===== src/rtl/pol_fm_fetch.sv =====
// pol_fm_fetch: feature-map fetch responder for the pooling side.
// Accepts gather addresses, issues in-order GLB row reads and returns the
// rows through a first-word fall-through FIFO. GLB read data cannot be
// stalled, so requests are only issued while FIFO space is reserved for them.
// Optional feature: define POL_FETCH_BASE_EN to add a CfgBaseAddr offset
// to every GLB row address (wrapping modulo 2**IDX_WIDTH).
module pol_fm_fetch #(
  parameter int IDX_WIDTH        = 10,
  parameter int ACT_WIDTH        = 8,
  parameter int POOL_COMP_CORE   = 64,
  parameter int FIFO_DEPTH_WIDTH = 2
) (
  input  logic                                clk,
  input  logic                                rst_n,
`ifdef POL_FETCH_BASE_EN
  input  logic [IDX_WIDTH-1:0]                CfgBaseAddr,
`endif
  input  logic                                PLCPOL_AddrVld,
  input  logic [IDX_WIDTH-1:0]                PLCPOL_Addr,
  output logic                                POLPLC_AddrRdy,
  output logic                                POLGLB_RdAddrVld,
  output logic [IDX_WIDTH-1:0]                POLGLB_RdAddr,
  input  logic                                GLBPOL_RdAddrRdy,
  input  logic                                GLBPOL_RdDatVld,
  input  logic [ACT_WIDTH*POOL_COMP_CORE-1:0] GLBPOL_RdDat,
  output logic [ACT_WIDTH*POOL_COMP_CORE-1:0] POLPLC_Fm,
  output logic                                POLPLC_FmVld,
  input  logic                                PLCPOL_FmRdy,
  output logic                                POLFETCH_Idle,
  output logic                                POLFETCH_Err
);

  localparam int DEPTH = 2 ** FIFO_DEPTH_WIDTH;
  localparam int ROW_W = ACT_WIDTH * POOL_COMP_CORE;
  localparam int CNT_W = FIFO_DEPTH_WIDTH + 1;
  localparam logic [CNT_W-1:0] DEPTH_C = CNT_W'(DEPTH);

  logic                        addrVld_q, addrVld_d;
  logic [IDX_WIDTH-1:0]        addrReg_q, addrReg_d;
  logic [CNT_W-1:0]            inflight_q, inflight_d;
  logic [CNT_W-1:0]            fifoCount_q, fifoCount_d;
  logic [FIFO_DEPTH_WIDTH-1:0] wrPtr_q, wrPtr_d;
  logic [FIFO_DEPTH_WIDTH-1:0] rdPtr_q, rdPtr_d;
  logic                        err_q, err_d;
  logic [ROW_W-1:0]            mem_q [DEPTH];

  logic [CNT_W-1:0] credit;
  logic             addrLoad;
  logic             reqFire;
  logic             datAccept;
  logic             datSpurious;
  logic             pop;

  // Every issued request and every buffered row holds one FIFO slot; the
  // remainder is what may still be requested.
  assign credit           = DEPTH_C - fifoCount_q - inflight_q;
  assign POLGLB_RdAddrVld = addrVld_q & (credit != '0);
  assign reqFire          = POLGLB_RdAddrVld & GLBPOL_RdAddrRdy;
  assign POLPLC_AddrRdy   = ~addrVld_q | reqFire;
  assign addrLoad         = PLCPOL_AddrVld & POLPLC_AddrRdy;

`ifdef POL_FETCH_BASE_EN
  assign POLGLB_RdAddr = addrReg_q + CfgBaseAddr;
`else
  assign POLGLB_RdAddr = addrReg_q;
`endif

  // Data with nothing outstanding cannot belong to any request: drop it.
  assign datAccept   = GLBPOL_RdDatVld & (inflight_q != '0);
  assign datSpurious = GLBPOL_RdDatVld & (inflight_q == '0);

  assign POLPLC_FmVld  = (fifoCount_q != '0);
  assign pop           = POLPLC_FmVld & PLCPOL_FmRdy;
  assign POLPLC_Fm     = POLPLC_FmVld ? mem_q[rdPtr_q] : '0;
  assign POLFETCH_Idle = ~addrVld_q & (inflight_q == '0) & (fifoCount_q == '0);
  assign POLFETCH_Err  = err_q;

  // Next-state for the address register, counters, pointers and error flag.
  always_comb begin
    addrVld_d   = addrVld_q;
    addrReg_d   = addrReg_q;
    inflight_d  = inflight_q;
    fifoCount_d = fifoCount_q;
    wrPtr_d     = wrPtr_q;
    rdPtr_d     = rdPtr_q;
    err_d       = err_q | datSpurious;

    if (addrLoad) begin
      addrVld_d = 1'b1;
      addrReg_d = PLCPOL_Addr;
    end else if (reqFire) begin
      addrVld_d = 1'b0;
    end

    case ({reqFire, datAccept})
      2'b10:   inflight_d = inflight_q + 1'b1;
      2'b01:   inflight_d = inflight_q - 1'b1;
      default: inflight_d = inflight_q;
    endcase

    case ({datAccept, pop})
      2'b10:   fifoCount_d = fifoCount_q + 1'b1;
      2'b01:   fifoCount_d = fifoCount_q - 1'b1;
      default: fifoCount_d = fifoCount_q;
    endcase

    if (datAccept) begin
      wrPtr_d = wrPtr_q + 1'b1;
    end
    if (pop) begin
      rdPtr_d = rdPtr_q + 1'b1;
    end
  end

  // Control state registers; reset drops everything in flight at once.
  always_ff @(posedge clk or negedge rst_n) begin
    if (!rst_n) begin
      addrVld_q   <= 1'b0;
      addrReg_q   <= '0;
      inflight_q  <= '0;
      fifoCount_q <= '0;
      wrPtr_q     <= '0;
      rdPtr_q     <= '0;
      err_q       <= 1'b0;
    end else begin
      addrVld_q   <= addrVld_d;
      addrReg_q   <= addrReg_d;
      inflight_q  <= inflight_d;
      fifoCount_q <= fifoCount_d;
      wrPtr_q     <= wrPtr_d;
      rdPtr_q     <= rdPtr_d;
      err_q       <= err_d;
    end
  end

  // Row storage; contents are only observed through the count-gated head.
  always_ff @(posedge clk) begin
    if (datAccept) begin
      mem_q[wrPtr_q] <= GLBPOL_RdDat;
    end
  end

endmodule


===== config.mk =====
export PLATFORM = sky130hd
export DESIGN_NAME = pol_fm_fetch
export DESIGN_NICKNAME = d
export VERILOG_FILES = /design/src/rtl/pol_fm_fetch.sv
export SDC_FILE = /design/constraint.sdc
export NUM_CORES = 2
export LEC_CHECK = 0
export CAP_MARGIN = 15
export CORE_MARGIN = 1
export CORE_UTILIZATION = 40
export DETAILED_ROUTE_END_ITERATION = 10
export PLACE_DENSITY = 0.61
export SETUP_SLACK_MARGIN = 0.2
export SLEW_MARGIN = 30
export SYNTH_ARGS = -nofsm -noshare
export SYNTH_HDL_FRONTEND = slang
export SYNTH_SLANG_ARGS = --single-unit

===== constraint.sdc =====
create_clock -name clk -period 14.65 [get_ports clk]
set_input_delay 2.1975 -clock clk [delete_from_list [all_inputs] [get_ports clk]]
set_output_delay 2.1975 -clock clk [all_outputs]
set_load 0.01 [all_outputs]

==> results.cfg <==
[synth]
yosys-top-cells-area = edfxtp_1, mux4_2, and2_1
synth_top_family_by_area = multiplexers
ys_seq_elements = 2070
synth_top_area_share = 0.784
synthCells = 3338
ys_types = 25
ys_seq_area_frac = 0.791
synth_most_common_cell = edfxtp_1
synth_edf_count = 2048
synthMuxAreaShare = 0.149
synthSimpleGateAreaFrac = 0.0419
synth-compound-area-share = 0.000734
yosys_warnings = 0
synthFlopType = edfxtp_1
async_flop_share = 0.0106
synth_top_cell_by_area = edfxtp_1
synth_xor_xnor_area_share = 0.00134
syn_avg_cell_area_um2 = 23.5
synth_area_um2 = 78500
ys_top_cells_by_count = edfxtp_1, and2_1, mux4_2
syn-num-nets = 3877
synth_fa_ha_area_frac = 0.00195

[place]
gp_congestion = 0.781
dp_hpwl_um = 121000
post_dp_cell_area_um2 = 91800
dp_cells = 6899
portBuffers = 1054

[routing]
drcViolationCount = 0
firstDrtPassIters = 5
ant_nets = 0
vias = 37100
vias_per_cell = 5.07
drt_wl_total_um = 191000
wl_per_cell_um = 26.1
drt_iter0_drc = 2424

[cts]
root_buffer = clkbuf_16
htree_num_levels = 4
cts_hold_buffers = 0
cts.clk_slew.worst_paths_ns = 0.06
numCtsBuffers = 210
cts.sinks = 2070
cts_setup_buffers = 0
cts_tree = done
clock_latency_ns = 0.82
cts_resized = 0
clockBufferDepth = 3

[floorplanning]
ios = 1055
start_util = 0.403
die_area_um2 = 198000
core_region_area_um2 = 195000
rows = 162
die_w_um = 445
die_y_um = 445

[sta]
finalCriticalPeriod_ns = 7.28
drv_slew = 0
skew_ns = 0.0229
finalCritPeriodShare = 0.497
rsz0062_at_grt = no
max_freq_mhz = 137
finalSetupViolations = 0
relSlewSlack = 0.361
tightest_slew_ns = 0.959
final_hold_viol_count = 0

[global_routing]
grt_max_degree = 124
antenna_found_initial = 57
grt_pass1_wl_um = 274000
grt_use_total = 0.190
grt_pass1_vias = 39000
grt_overflow = 0

[power_and_ir_drop]
ir_drop_v = 0.000166
powerDensity_nw_per_um2 = 220
power_w = 0.0218
seq_power_share = 0.370
p_clk_frac = 0.257
p_sw_w = 0.00650
pwr-share-comb = 0.372
swShare = 0.299
intPower_w = 0.0153
leakage_nw = 31.8

[cells_and_area]
finalNonFillerCells = 7304
fillers = 15500
regArea_um2 = 62100
layout-drive-gt1-share = 0.194
area_growth_pct = 26.4
finish.utilization = 0.509
nets = 5027
finalInstanceArea_um2 = 99200
multi_input_area_um2 = 15300

[setup_path]
required_ns = 12.45
path_class = flip-flop to output port
r2r_cells = 5
cp_num_cells = 6
cpMostUsedCell = buf_4
cp_cell_sequence = buf_4 -> buf_12 -> buf_4 -> mux4_2 -> and2_1 -> clkdlybuf4s50_1
cp_top_family = buffers and inverters
max_stage_delay_ns = 0.79
crit_buf_inv = 4
cp-start-kind = flip-flop
cp_max_fo = 85
r2r_slack_ns = 10.49
worst_setup_path_end_kind = output port
crit_path_start = rdPtr_q[0]$_DFFE_PN0P_
crit_arrival_ns = 5.08
cp_slowest_cell = dfrtp_4
cp-endpoint = POLPLC_Fm[156]
r2r-end = mem_q[3][190]$_DFFE_PP_
r2r-start = inflight_q[2]$_DFFE_PN0P_

[worst_hold_path]
hp-class = flip-flop to flip-flop

[flow_run]
cap_viol_max_count = 0

[run_status]
status = completed
## cell type report
cell class	count	share of cell area
flip-flops and latches	2070	0.626
well taps	2624	0.0331
multi-input cells	1083	0.154
clock buffers	236	0.0548
clock inverters	151	0.0186
inverters	13	0.000492
diodes	17	0.000429
repair buffers	1110	0.113
## power by group through the flow
stage / Combinational (W) / Clock, W / Sequential, W
2_1_floorplan: 0.00433 / 0 / 0.00849
3_3_place_gp: 0.00830 / 0 / 0.00815
3_5_place_dp: 0.00828 / 0 / 0.00821
4_1_cts: 0.00831 / 0.00573 / 0.00809
5_1_grt: 0.00860 / 0.00593 / 0.00816
6_report: 0.00811 / 0.00560 / 0.00807
## layer usage
metal  share of wire  GRT usage  vias up
met4           0.030     0.0685       42
li1                -          -    16100
met1            0.38      0.225    19500
met2            0.52      0.326     1050
met3           0.073     0.0590      316
met5          0.0014          0        -
## stage by stage
step / setup slack (ns) / hold WS [ns] / TNS (ns)
after global routing: 6.90 / 0.516 / 0
after floorplan: -0.0979 / 0.460 / -50.12
after detailed placement: 7.88 / 0.461 / 0
after global placement: 7.90 / 0.458 / 0
final: 7.37 / 0.479 / 0
after CTS: 6.96 / 0.479 / 0
## placed cells by master (no fill, tap or decap), types with 16 or more instances in the layout
cell type        instances
and2_1                 514
buf_12                  16
buf_4                   39
bufinv_16               39
clkbuf_1                22
clkbuf_16              214
clkdlybuf4s50_1       1053
clkinv_1                46
clkinv_2                37
dfrtp_1                 20
diode_2                 17
edfxtp_1              2048
mux4_2                 512
## worst register-to-register path, stage by stage, from the launching register on
cell	delay (ns)
dfrtp_1	0.39
or3_1	0.29
and3_4	0.80
buf_4	0.64
buf_4	0.76
buf_4	0.79
## sequential cells by signal, summed over array words and instances, names as in the netlist
name / count
POLGLB_RdAddr: 10
inflight_q: 3
addrVld_q: 1
POLFETCH_Err: 1
wrPtr_q: 2
fifoCount_q: 3
rdPtr_q: 2
mem_q: 2048
## cell families (layout without fill, tap and decap cells)
logic type,Yosys count,after routing
fa+ha+maj,11,11
xor+xnor,12,12
flops,2070,2070
simple gates,529,529
other cells,0,17
compound gates,7,7
mux,524,524
buf+inv,185,1510
## worst min path at each step
stage | start | end | slack (ns) | cells after the start
floorplan | inflight_q[0]$_DFFE_PN0P_ | inflight_q[0]$_DFFE_PN0P_ | 0.46 | 1
global placement | POLFETCH_Err$_DFF_PN0_ | POLFETCH_Err$_DFF_PN0_ | 0.46 | 1
detailed placement | POLFETCH_Err$_DFF_PN0_ | POLFETCH_Err$_DFF_PN0_ | 0.46 | 1
CTS | POLFETCH_Err$_DFF_PN0_ | POLFETCH_Err$_DFF_PN0_ | 0.48 | 1
global route | POLFETCH_Err$_DFF_PN0_ | POLFETCH_Err$_DFF_PN0_ | 0.52 | 1
finish | POLFETCH_Err$_DFF_PN0_ | POLFETCH_Err$_DFF_PN0_ | 0.48 | 1
No activity file was read; power rests on OpenSTA's default activity.
